[src/rtl/seg_scan_decoder.sv]
// Recovers a byte from a scanned two-digit 7-segment display; each digit is sampled once after settling.
// Result is visible SETTLE_CYC+1 edges after the completing digit's last input change; there is no backpressure.
module seg_scan_decoder #(
  parameter int unsigned SETTLE_CYC  = 8,
  parameter int unsigned TIMEOUT_CYC = 4096
) (
  input  logic       clk,
  input  logic       rst,
  input  logic [7:0] digit_seg,
  input  logic [1:0] digit_cath,
  output logic [7:0] value,
  output logic       value_valid,
  output logic       value_changed,
  output logic       seg_err,
  output logic       stale
);

  localparam int unsigned TW = $clog2(TIMEOUT_CYC + 1);
  localparam logic [7:0]    SETTLE_V   = 8'(SETTLE_CYC);
  localparam logic [7:0]    SETTLE_M1  = 8'(SETTLE_CYC - 1);
  localparam logic [TW-1:0] TIMEOUT_V  = TW'(TIMEOUT_CYC);

  logic [7:0]    seg_q, seg_d;
  logic [1:0]    cath_q, cath_d;
  logic [7:0]    stable_q, stable_d;
  logic [TW-1:0] to_q, to_d;
  logic          have_lo_q, have_lo_d, have_hi_q, have_hi_d;
  logic [3:0]    lo_q, lo_d, hi_q, hi_d;
  logic [7:0]    value_q, value_d;
  logic          vld_q, vld_d, chg_q, chg_d, err_q, err_d;

  logic          in_changed, sample, complete;
  logic [4:0]    dec;
  logic [7:0]    new_value;

  // Returns {valid, nibble}; any lit decimal point makes the pattern invalid.
  function automatic logic [4:0] decode(input logic [7:0] s);
    case (s)
      8'hFC: decode = 5'h10;
      8'h60: decode = 5'h11;
      8'hDA: decode = 5'h12;
      8'hF2: decode = 5'h13;
      8'h66: decode = 5'h14;
      8'hB6: decode = 5'h15;
      8'hBE: decode = 5'h16;
      8'hE0: decode = 5'h17;
      8'hFE: decode = 5'h18;
      8'hF6: decode = 5'h19;
      8'hEE: decode = 5'h1A;
      8'h3E: decode = 5'h1B;
      8'h9C: decode = 5'h1C;
      8'h7A: decode = 5'h1D;
      8'h9E: decode = 5'h1E;
      8'h8E: decode = 5'h1F;
      default: decode = 5'h00;
    endcase
  endfunction

  always_comb begin
    seg_d     = digit_seg;
    cath_d    = digit_cath;
    stable_d  = stable_q;
    have_lo_d = have_lo_q;
    have_hi_d = have_hi_q;
    lo_d      = lo_q;
    hi_d      = hi_q;
    value_d   = value_q;
    vld_d     = 1'b0;
    chg_d     = 1'b0;
    err_d     = 1'b0;
    complete  = 1'b0;
    new_value = value_q;
    to_d      = to_q;

    in_changed = {digit_seg, digit_cath} != {seg_q, cath_q};
    if (in_changed) begin
      stable_d = 8'd0;
    end else if (stable_q != SETTLE_V) begin
      stable_d = stable_q + 8'd1;
    end
    // Saturation at SETTLE_CYC guarantees exactly one sample per dwell.
    sample = !in_changed && (stable_q == SETTLE_M1);
    dec    = decode(seg_q);

    if (sample && (cath_q == 2'b01 || cath_q == 2'b10)) begin
      if (!dec[4]) begin
        err_d = 1'b1;
        if (cath_q == 2'b01) have_lo_d = 1'b0;
        else                 have_hi_d = 1'b0;
      end else if (cath_q == 2'b01) begin
        lo_d = dec[3:0];
        if (have_hi_q) begin
          complete  = 1'b1;
          new_value = {hi_q, dec[3:0]};
        end else begin
          have_lo_d = 1'b1;
        end
      end else begin
        hi_d = dec[3:0];
        if (have_lo_q) begin
          complete  = 1'b1;
          new_value = {dec[3:0], lo_q};
        end else begin
          have_hi_d = 1'b1;
        end
      end
    end

    if (complete) begin
      value_d   = new_value;
      vld_d     = 1'b1;
      chg_d     = (new_value != value_q);
      have_lo_d = 1'b0;
      have_hi_d = 1'b0;
      to_d      = '0;
    end else if (to_q != TIMEOUT_V) begin
      to_d = to_q + 1'b1;
    end
  end

  always_ff @(posedge clk or posedge rst) begin
    if (rst) begin
      seg_q     <= 8'h00;
      cath_q    <= 2'b00;
      stable_q  <= 8'd0;
      to_q      <= '0;
      have_lo_q <= 1'b0;
      have_hi_q <= 1'b0;
      lo_q      <= 4'h0;
      hi_q      <= 4'h0;
      value_q   <= 8'h00;
      vld_q     <= 1'b0;
      chg_q     <= 1'b0;
      err_q     <= 1'b0;
    end else begin
      seg_q     <= seg_d;
      cath_q    <= cath_d;
      stable_q  <= stable_d;
      to_q      <= to_d;
      have_lo_q <= have_lo_d;
      have_hi_q <= have_hi_d;
      lo_q      <= lo_d;
      hi_q      <= hi_d;
      value_q   <= value_d;
      vld_q     <= vld_d;
      chg_q     <= chg_d;
      err_q     <= err_d;
    end
  end

  assign value         = value_q;
  assign value_valid   = vld_q;
  assign value_changed = chg_q;
  assign seg_err       = err_q;
  assign stale         = (to_q == TIMEOUT_V);

endmodule

[config.mk]
export PLATFORM = sky130hd
export DESIGN_NAME = seg_scan_decoder
export DESIGN_NICKNAME = d
export VERILOG_FILES = /design/src/rtl/seg_scan_decoder.sv
export SDC_FILE = /design/constraint.sdc
export NUM_CORES = 1
export LEC_CHECK = 0
export CAP_MARGIN = 20
export CORE_ASPECT_RATIO = 1.2
export CORE_MARGIN = 2
export CORE_UTILIZATION = 50
export DETAILED_ROUTE_END_ITERATION = 8
export GPL_TIMING_DRIVEN = 0
export PLACE_DENSITY = 0.7
export SLEW_MARGIN = 20
export SYNTH_ARGS = -nofsm -noshare
export SYNTH_HDL_FRONTEND = slang
export SYNTH_SLANG_ARGS = --single-unit
[constraint.sdc]
create_clock -name clk -period 6.08 [get_ports clk]
set_clock_uncertainty 0.2 [all_clocks]
set_input_delay 0.912 -clock clk [delete_from_list [all_inputs] [get_ports clk]]
set_output_delay 0.912 -clock clk [all_outputs]
set_load 0.01 [all_outputs]
# Word-level counts from Yosys, hierarchy flattened
# Cells that the tools add are included.
# classes
add_sub_neg	2
n_eq_ne	27
muxes	31
n_bitwise	1
n_reduce_logical	12
# ops
op	count
8-bit == test, second input constant	12
5-bit case mux with 16 select lines	1
8-bit 2-to-1 mux	7
13-bit 2-to-1 mux	2
8-bit by 7-bit == test with 1-bit output, second input constant	3
1-bit 2-to-1 mux	21
13-bit by 1-bit adder with 13-bit output, second input constant	1
13-bit == test, second input constant	1
13-bit inequality test, second input constant	1
3-bit AND reduction	4
10-bit inequality test	1
8-bit by 1-bit adder with 8-bit output, second input constant	1
8-bit by 3-bit == test with 1-bit output, second input constant	1
8-bit by 6-bit == test with 1-bit output, second input constant	1
8-bit by 4-bit inequality test with 1-bit output, second input constant	1
8-bit inequality test	1
2-bit nonzero test	4
3-bit inequality test, second input constant	2
2-bit by 1-bit == test with 1-bit output, second input constant	1
2-bit == test, second input constant	1
1-bit logical AND	2
2-bit inequality test, second input constant	1
1-bit logical NOT	1
1-bit logical OR	1
1-bit inverter	1
# totals
regBits	52
output_inout_bits	12

# Longest topological paths before layout
# Gate-level depths: netlist (run 1).
# logic_depth
ltp_word	8
depth_mapped	9
ltp_nobuf	8

# Least setup slack after synthesis (run 1)
# Ideal clock, no wire load.
# synth_path
kind	input to register
startpoint	input digit_seg[4]
endpoint	register hi_q[0]
path_buffers	0
cell_stages	6
arrival_time_ns	2.499
setup_slack_ns	3.256
required_time_ns	5.755
path_cell_list	xor2_1 nor4_1 nand4_1 a31o_4 nor2_1 mux2_2
# synth_between
elab_chain_len	5
# synth_rtl
element	line_no	source
start: declaration	9	input logic [7:0] digit_seg,
10-bit inequality test	75	in_changed = {digit_seg, digit_cath} != {seg_q, cath_q};
1-bit logical NOT	82	sample = !in_changed && (stable_q == SETTLE_M1);
1-bit logical AND	82	
1-bit logical AND	85	if (sample && (cath_q == 2'b01 || cath_q == 2'b10)) begin
3-bit AND reduction (no source line)	n/a	
end signal: assignment	143	hi_q <= hi_d;
end: declaration	28	logic [3:0] lo_q, lo_d, hi_q, hi_d;
# Every way passes these cells.
# A chain may end at the register's enable or synchronous reset.

# Final worst setup path (run 1)
# layout_path
startpoint	input digit_seg[1]
endpoint	register hi_q[0]
# The elaborated chain is that of the path after synthesis.

==> reports/qor.txt, run 1 <==
status: finished, final reports clean
ratio of cells with drive above 1 in the final layout: 7.018%
CTS root buffer: clkbuf_8
std cell rows: 30
Nets: 358
final setup violation count: 0
Pre-Repair DR Iteration Count: 4
final number of hold-violating endpoints: 0
setup slack at placement: 2.396 ns
Max Fclk: 299.6 MHz
Top FF cell, synth: dfrtp_1
CP max FO: 7
Clk Latency, worst-skew pair: 0.31 ns
CTS sink cnt: 52
first-pass GRT wire length: 10.94 mm
flip-flop and latch area: 1301 um^2
Multi-input gate area: 1574 um^2
wire per inst: 14.56 um
Worst setup SP type: input port
Worst-path clk slew: 0.10 ns
switching part of the total: 24.80%
period utilization: 54.90%
Avg Inst Size Synth: 9.646 um^2
HP Class: reg -> reg
via count: 2435
DR vias/cell: 5.770
hpwl dp: 4.514 mm
library cells used by synthesis: 51
headroom to the max-slew limit: 41.47%
vias in the first global route: 2412
Internal: 0.4499 mW
CTS tree: yes
WP data required: 6.09 ns
Post-synth ARST share: 100.0%
pin count of the biggest net entering global routing: 29
chip height: 88.72 um
P&R area growth vs syn: 14.73%
clock power share: 33.4%
core area: 5705 um^2
starting density of the core: 52.41%
PortBufs: 23
Max-Cap Viols: 0
Die ar.: 6618 um^2
Synth Warn #: 0
GRT Util Overall: 21.40%
RSZ-0062 raised after global routing: false
Leakage: 1.446 nW
Post-Syn Area: 2990 um^2
number of synthesized flops with an enable pin: 0
Power Dens Cells: 174.4 nW/um^2
Setup CP Type: in -> reg
CTS buffer count: 5
final setup TNS: 0 ns
Tmin final: 3.338 ns
Crit. End Element: register
post-route ant nets: 0
CP arrival: 3.34 ns
Cells after Synth: 310
total wire length: 6.145 mm
post-synthesis sequential area ratio: 43.51%
CTS Hold Bufs: 0
antenna cell count: 0
Die X: 74.60 um
number of synthesized register bits: 52
GRT overflow: 0
CTS max path bufs: 2
DRT iter0 DRCs: 149
Final WS setup: 2.742 ns
antenna violations before repair: 0
Remaining DRCs: 0
CTS resizes: 0
Seq pwr share: 58.9%
H-tree depth: 2
# Post-CTS Setup Buffers: 0
syn nets: 327
GP Congestion: 0.8118
Filler cells: 515
switching pwr: 0.1483 mW
Final Max Slew Viols: 0
Combinational Power Share: 7.7%
Least-Margin Pin Slew: 0.8727 ns
worst vdd ir: 0.09116 mV
I/O pin cnt: 24
critical path, cell delays in order:
cell	delay, ns
clkdlybuf4s50_1	0.44
xor2_1	0.15
nor4_1	0.40
nand4_1	0.36
a31o_4	0.35
nor2_1	0.35
mux2_2	0.38
cell usage in the layout, fill, tap and decap left out, types with 3 or more instances in the layout:
cell type,count
mux2_4,4
xor2_1,26
a31oi_1,7
nor4_1,6
nand2_1,15
clkbuf_1,10
clkdlybuf4s50_1,23
a21oi_1,12
nand4b_1,4
nand3_1,18
nand3b_1,4
o22a_1,6
clkbuf_8,5
dfrtp_1,52
and3_1,7
nor3_1,3
a211oi_1,6
ha_1,5
xnor2_1,9
a22oi_1,4
o21ai_0,10
mux2i_1,8
inv_1,14
o22ai_1,3
nor2_1,37
nand2b_1,3
flip-flops by register name, summed over array words and instances, names as in the netlist:
register,flops
have_hi_q,1
value_valid,1
hi_q,4
cath_q,2
stable_q,8
seg_q,8
value_changed,1
lo_q,4
to_q,13
seg_err,1
value,8
have_lo_q,1
routing by layer:
metal	up-vias	track usage [%]	wire length, um
met2	45	36.52	3127
met5	-	0	0
met4	0	8.766	129
li1	1180	-	-
met1	1200	26.73	2728
met3	10	3.531	159
synth_stat cells (all sizes together), types with 3 or more instances:
cell	instances	share of area [%]
a211oi	6	1.5
a21oi	13	2.3
a22oi	4	1.0
a31oi	7	1.5
and3	7	1.5
buf	3	0.71
clkbuf	10	1.3
dfrtp	52	44
ha	5	2.1
inv	15	1.9
mux2	6	2.8
mux2i	8	2.7
nand2	15	1.9
nand2b	3	0.63
nand3	18	3.0
nand3b	4	1.0
nand4b	4	1.2
nor2	37	4.6
nor3	3	0.50
nor4	6	1.3
o21ai	11	1.8
o22a	6	1.8
o22ai	3	0.63
xnor2	9	2.6
xor2	26	7.6
through the flow:
step	hold slack [ns]	instances	util, %	cell area [um^2]	total power, mW
final	0.3297	422	60.13	3431	0.5982
after global placement	0.3023	413	58.20	3321	0.4036
after CTS	0.3293	422	60.13	3431	0.6066
after detailed placement	0.3080	414	58.55	3341	0.4057
after global routing	0.3581	422	60.13	3431	0.6280
after floorplan	0.2818	310	-	2990	0.3870
cell type report:
cell class / count / share of cell area, %
inverter: 15 / 1.641
buffer: 13 / 1.714
sequential: 52 / 37.93
multi-input combinational: 230 / 45.88
timing repair buffer: 24 / 7.294
clock buffer: 5 / 2.006
clock inverter: 3 / 0.6200
tap: 80 / 2.918
final timing paths:
kind	slack (ns)	startpoint	cells past startpoint	end
min in group asynchronous	0.78	rst	2	stable_q[7]
hold / removal	0.33	lo_q[0]	1	lo_q[0]
max in group asynchronous	4.36	rst	3	seg_err
setup reg to reg	3.08	seg_q[1]	7	hi_q[0]
setup / recovery	2.74	digit_seg[1]	7	hi_q[0]
hold reg to reg	0.33	lo_q[0]	1	lo_q[0]
logic make-up after synthesis:
kind of cell | count (synthesis) | share of synthesized area [%]
AOI/OAI and AO/OA | 62 | 14.48
DFF | 52 | 43.51
adders and majority gates | 5 | 2.092
and+or+nand+nor | 114 | 20.38
xor gates and xnor gates | 35 | 10.25
muxes | 14 | 5.439
buffers and inverters | 28 | 3.849
power groups by stage:
stage          combinational (mW)  clock [mW]  sequential [mW]
2_1_floorplan              0.0288           0            0.358
3_3_place_gp               0.0445           0            0.359
3_5_place_dp               0.0466           0            0.359
4_1_cts                    0.0466       0.208            0.352
5_1_grt                    0.0518       0.223            0.353
6_report                   0.0459       0.200            0.352
Note: power is estimated with default switching activity, not from simulation.
==> run 2: changes to the inputs <==
--- a/config.mk
+++ b/config.mk
@@ -11,7 +11,7 @@
 export CORE_UTILIZATION = 50
 export DETAILED_ROUTE_END_ITERATION = 8
 export GPL_TIMING_DRIVEN = 0
-export PLACE_DENSITY = 0.7
+export PLACE_DENSITY = 0.73
 export SLEW_MARGIN = 20
 export SYNTH_ARGS = -nofsm -noshare
 export SYNTH_HDL_FRONTEND = slang
==> constraint.sdc (replaced) <==
create_clock -name clk -period 2.9 [get_ports clk]
set_clock_uncertainty 0.2 [all_clocks]
set_input_delay 0.435 -clock clk [delete_from_list [all_inputs] [get_ports clk]]
set_output_delay 0.435 -clock clk [all_outputs]
set_load 0.01 [all_outputs]
==> run 2 against run 1 <==
Against the previous run:
- final cell count is 0.47% higher
- critical path depth stayed put
- sequential power is 110% higher
- sequential share of layout area shrank 0.57 points
- first-iteration DRC count up 26%
- via count is 0.74% higher
- combinational power rose by 110%
- register-to-register slack got worse by 3.0 ns
- non-clock buffer count increased by 2
- count of clock-buffer cells in the layout up 1
- critical path type is now reg -> reg
- largest cell class unchanged
==> reports/qor.txt, run 2 (synthesis results as in run 1) <==
status: finished, final reports clean
WP data required: 2.90 ns (-3.19 ns)
Nets: 360 (+0.56%)
period utilization: 96.81%
Worst-path clk slew: 0.10 ns (about the same)
CTS buffer count: 5 (unchanged)
GP Congestion: 0.8503 (+4.7%)
PortBufs: 23 (unchanged)
CP max FO: 6 (-1)
Reg2Reg Depth: 7 (unchanged)
starting density of the core: 52.41% (unchanged)
CP arrival: 2.81 ns (-0.53 ns)
pin count of the biggest net entering global routing: 32 (+10%)
GRT overflow: 0 (unchanged)
DR vias/cell: 5.785 (+0.26%)
CTS max path bufs: 2 (unchanged)
RSZ-0062 raised after global routing: false
Worst setup SP type: register
Worst path slowest cell: or4b_1
hpwl dp: 4.701 mm (+4.1%)
ratio of cells with drive above 1 in the final layout: 9.884% (+2.9 points)
worst path cell trace: or4b_1, a2111oi_2, a211oi_2, a31o_4, or2_1, buf_6, mux2_4
chip height: 88.72 um (unchanged)
final setup violation count: 0 (unchanged)
Die X: 74.60 um (unchanged)
most common cell after layout, fill and taps aside: dfrtp_1
Biggest register: to_q
setup slack at placement: -0.2778 ns (-2.674 ns)
Final Max Slew Viols: 0 (unchanged)
wire per inst: 15.11 um (+3.8%)
Die ar.: 6618 um^2 (unchanged)
Core Util, Final: 61.05% (+0.92 points)
H-tree depth: 2 (unchanged)
CTS root buffer: clkbuf_8
first-pass GRT wire length: 11.05 mm (+1.0%)
antenna violations before repair: 0 (unchanged)
DRT iter0 DRCs: 187 (+26%)
CTS tree: yes
GRT Util Overall: 21.47% (+0.066 points)
via count: 2453 (+0.74%)
Crit. End Element: register
Least-Margin Pin Slew: 0.6107 ns (-0.2620 ns)
CTS Hold Bufs: 0 (unchanged)
Remaining DRCs: 0 (unchanged)
Max stage delay on crit path: 0.56 ns (+0.12 ns)
post-route ant nets: 0 (unchanged)
Power Dens Cells: 360.5 nW/um^2 (+110%)
max FFs per register: 13 (unchanged)
headroom to the max-slew limit: 59.13% (+18 points)
P&R area growth vs syn: 16.49%
Max-Cap Viols: 0 (unchanged)
antenna cell count: 0 (unchanged)
most frequent cells in the layout: 52 x dfrtp_1, 36 x nor2_1, 26 x xor2_1
I/O pin cnt: 24 (unchanged)
HP Class: in -> async
Setup CP Type: reg -> reg
final number of hold-violating endpoints: 0 (unchanged)
Max Fclk: 356.2 MHz
Final WS setup: 0.09245 ns (-2.650 ns)
core area: 5705 um^2 (unchanged)
CTS sink cnt: 52 (unchanged)
total wire length: 6.406 mm (+4.2%)
Clk Latency, worst-skew pair: 0.31 ns (about the same)
Tmin final: 2.808 ns
Leakage: 1.465 nW (+1.3%)
std cell rows: 30 (unchanged)
Pre-Repair DR Iteration Count: 4 (unchanged)
worst vdd ir: 0.2591 mV (+180%)
vias in the first global route: 2415 (+0.12%)
## run 2: cell types whose count changed in the layout (fill, tap and decap cells not counted), sizes merged
cell,delta
buf,+3
inv,-1
## run 2: cell type report
type	instances	area (um^2)
fillers	508	2222
inverters	15	56.30
flip-flops and latches	52	1301
multi-input cells	230	1605
plain buffers	12	58.81
clock inverters	2	16.27
clock buffers	6	72.57
repair buffers	27	272.8
well taps	80	100.1
## run 2: worst paths after layout
| check | to | slack, ns | from |
|---|---|---|---|
| setup / recovery | lo_q[3] | 0.09 | seg_q[3] |
| hold / removal | to_q[0] | 0.26 | rst |
| setup reg to reg | lo_q[3] | 0.09 | seg_q[3] |
| hold reg to reg | lo_q[0] | 0.33 | lo_q[0] |
| max in group asynchronous | value_changed | 1.72 | rst |
| min in group clk | lo_q[0] | 0.33 | lo_q[0] |
## run 2: critical path: cells and delay by family, from the launching register on
family	cells	cell delay [ns]
AOI/OAI and AO/OA	3	0.84
and+or+nand+nor	2	0.78
DFF	1	0.43
muxes	1	0.29
buffers and inverters	1	0.14
## run 2: timing repair
item | 4_1_cts | 5_1_grt
gates resized for setup | 3 | 9
buffers inserted | 1 | 2
hold endpoints to repair | 0 | 0
pin swaps | 1 | 3
endpoints found under the setup margin | 24 | 28
## run 2: through the flow
step | instances | hold slack (ns) | TNS, ns | total power, mW | instance area (um^2)
detailed placement | 414 | 0.3007 | -5.084 | 0.8520 | 3341
global route | 424 | 0.2926 | 0 | 1.306 | 3483
finish | 424 | 0.2567 | 0 | 1.256 | 3483
global placement | 413 | 0.3068 | -4.158 | 0.8459 | 3321
CTS | 423 | 0.2724 | 0 | 1.266 | 3452
floorplan | 310 | 0.2664 | 0 | 0.8113 | 2990
## run 2: where the power goes
part           total (mW)  switching, mW  internal [mW]
registers           0.741        0.00972          0.731
clock network       0.417          0.245          0.172
logic              0.0977         0.0567         0.0409
## run 2: per-layer routing
metal / vias up / track usage, % / share of wire [%] / wire (um)
met2: 46 / 37.81 / 52 / 3348
li1: 1186 / - / - / -
met5: - / 0 / 0 / 0
met1: 1209 / 26.11 / 43 / 2744
met3: 12 / 4.328 / 3.0 / 189
met4: 0 / 6.981 / 1.9 / 123
==> run 3: changes to the inputs <==
--- a/config.mk
+++ b/config.mk
@@ -8,10 +8,10 @@
 export CAP_MARGIN = 20
 export CORE_ASPECT_RATIO = 1.2
 export CORE_MARGIN = 2
-export CORE_UTILIZATION = 50
+export CORE_UTILIZATION = 52
 export DETAILED_ROUTE_END_ITERATION = 8
 export GPL_TIMING_DRIVEN = 0
-export PLACE_DENSITY = 0.73
+export PLACE_DENSITY = 0.75
 export SLEW_MARGIN = 20
 export SYNTH_ARGS = -nofsm -noshare
 export SYNTH_HDL_FRONTEND = slang
==> run 3 against run 2 <==
Against the previous run:
- sequential share of layout area increased by 0.22 points
- clock power rose by 6.5%
- critical path depth unchanged
- via count down 1.7%
- global-route usage increased by 0.12 points
- final area shrank 0.50%
- combinational power up 0.8%
- first-iteration DRC count up 31%
- setup slack got worse by 0.049 ns
==> reports/qor.txt, run 3 (synthesis results as in run 1) <==
CTS max path bufs: 2 (unchanged)
Biggest register: to_q
chip height: 87.07 um (-1.9%)
Final WS setup: 0.04357 ns (-0.04888 ns)
Post-DP Area: 3321 um^2 (-0.60%)
RR Endpoint: lo_q[2]
starting density of the core: 53.47% (+1.1 points)
pin count of the biggest net entering global routing: 36 (+13%)
GRT overflow: 0 (unchanged)
fin area: 3466 um^2 (-0.50%)
I/O pin cnt: 24 (unchanged)
final number of hold-violating endpoints: 0 (unchanged)
H-tree depth: 2 (unchanged)
Max Fclk: 350.1 MHz (-1.7%)
antenna violations before repair: 0 (unchanged)
Die X: 73.23 um (-1.8%)
CTS sink cnt: 52 (unchanged)
vias in the first global route: 2305 (-4.6%)
wire per inst: 15.44 um (+2.2%)
Crit. End Element: register
antenna cell count: 0 (unchanged)
HP Class: in -> async
first-pass GRT wire length: 10.82 mm (-2.1%)
most common cell after layout, fill and taps aside: dfrtp_1
Max stage delay on crit path: 0.55 ns (about the same)
total wire length: 6.268 mm (-2.2%)
Setup CP Type: reg -> reg
status: finished, final reports clean
most frequent cells in the layout: 51 x dfrtp_1, 36 x nor2_1, 26 x xor2_1
WP data required: 2.90 ns (about the same)
Clk Latency, worst-skew pair: 0.32 ns (about the same)
Worst-path clk slew: 0.11 ns (about the same)
r2r setup slk: 0.04 ns (-0.05 ns)
worst path cell trace: or4b_1, a2111oi_4, a211oi_2, a31o_4, or2_1, buf_6, mux2_4
DRT iter0 DRCs: 245 (+31%)
Tmin final: 2.856 ns (+0.04888 ns)
RSZ-0062 raised after global routing: true
worst vdd ir: 0.2076 mV (-20%)
Leakage: 1.457 nW (-0.50%)
core area: 5593 um^2 (-2.0%)
Pre-Repair DR Iteration Count: 4 (unchanged)
Worst path slowest cell: or4b_1
max FFs per register: 13 (unchanged)
CP max FO: 7 (+1)
post-route ant nets: 0 (unchanged)
Max-Cap Viols: 0 (unchanged)
CTS root buffer: clkbuf_8
P&R area growth vs syn: 15.90%
PortBufs: 23 (unchanged)
Die ar.: 6376 um^2 (-3.7%)
Final Max Slew Viols: 0 (unchanged)
Reg2Reg Depth: 7 (unchanged)
GRT Util Overall: 21.59% (+0.12 points)
Nets: 358 (-0.56%)
setup slack at placement: -0.3466 ns (-0.06882 ns)
worst reg2reg path startpoint: seg_q[7]
CTS tree: yes
WP buf/inv: 1 (unchanged)
GP Congestion: 0.9033 (+6.2%)
period utilization: 98.50% (+1.7 points)
headroom to the max-slew limit: 62.37% (+3.2 points)
Remaining DRCs: 0 (unchanged)
CTS buffer count: 5 (unchanged)
CP arrival: 2.86 ns (+0.05 ns)
DR vias/cell: 5.938 (+2.6%)
Pwr Total: 1.284 mW (+2.2%)
final setup violation count: 0 (unchanged)
std cell rows: 30 (unchanged)
ratio of cells with drive above 1 in the final layout: 9.064% (-0.82 points)
Worst setup SP type: register
Power Dens Cells: 370.4 nW/um^2 (+2.8%)
hpwl dp: 4.543 mm (-3.4%)
via count: 2411 (-1.7%)
Least-Margin Pin Slew: 0.5607 ns (-0.05005 ns)
cell family with most CP delay: compound AO/OA/AOI/OAI gates
run 3: power breakdown:
part | switching, mW | internal, mW | total [mW] | leakage (nW)
Sequential | 0.00940 | 0.732 | 0.741 | 0.672
Combinational | 0.0577 | 0.0408 | 0.0985 | 0.736
Clock | 0.266 | 0.178 | 0.444 | 0.0491
run 3: worst max-delay path by stage:
stage                     cells past startpoint    startpoint       to  slack, ns
after detailed placement                      7  digit_seg[1]  hi_q[0]      -0.35
after CTS                                     8      seg_q[5]  to_q[8]    0.00003
final                                         7      seg_q[7]  lo_q[2]       0.04
after global placement                        7  digit_seg[5]  hi_q[0]      -0.27
after floorplan                               6      seg_q[3]  hi_q[0]       0.24
after global routing                          6      seg_q[7]  hi_q[0]      -0.02
run 3: timing repair:
action                     in CTS  in global routing
hold buffers                    0                  0
setup endpoints to repair      18                 16
setup buffers                   1                  0
pin swaps                       1                  0
resized for setup               2                  8
run 3: layer usage:
layer / up-vias / global-route usage (%) / wire length, um
met5: - / 0 / 0
met4: 0 / 6.734 / 116
met1: 1173 / 28.88 / 2852
li1: 1183 / - / -
met3: 9 / 3.472 / 135
met2: 46 / 35.71 / 3162
run 3: final cells by class:
cell class / instances / area [um^2]
Buffer: 12 / 58.81
Clock buffer: 5 / 68.82
Clock inverter: 3 / 26.28
Fill cell: 466 / 2127
Inverter: 15 / 56.30
Multi-Input combinational cell: 230 / 1615
Sequential cell: 52 / 1303
Tap cell: 64 / 80.08
Timing Repair Buffer: 25 / 257.7
run 3: metrics by stage:
stage / instances / hold slack [ns] / TNS [ns] / utilization (%)
after floorplan: 310 / 0.2664 / 0 / -
after global routing: 406 / 0.2514 / -0.05022 / 61.97
after global placement: 397 / 0.3082 / -3.510 / 59.02
after CTS: 406 / 0.2181 / 0 / 61.28
final: 406 / 0.2003 / 0 / 61.97
after detailed placement: 398 / 0.3066 / -4.548 / 59.37
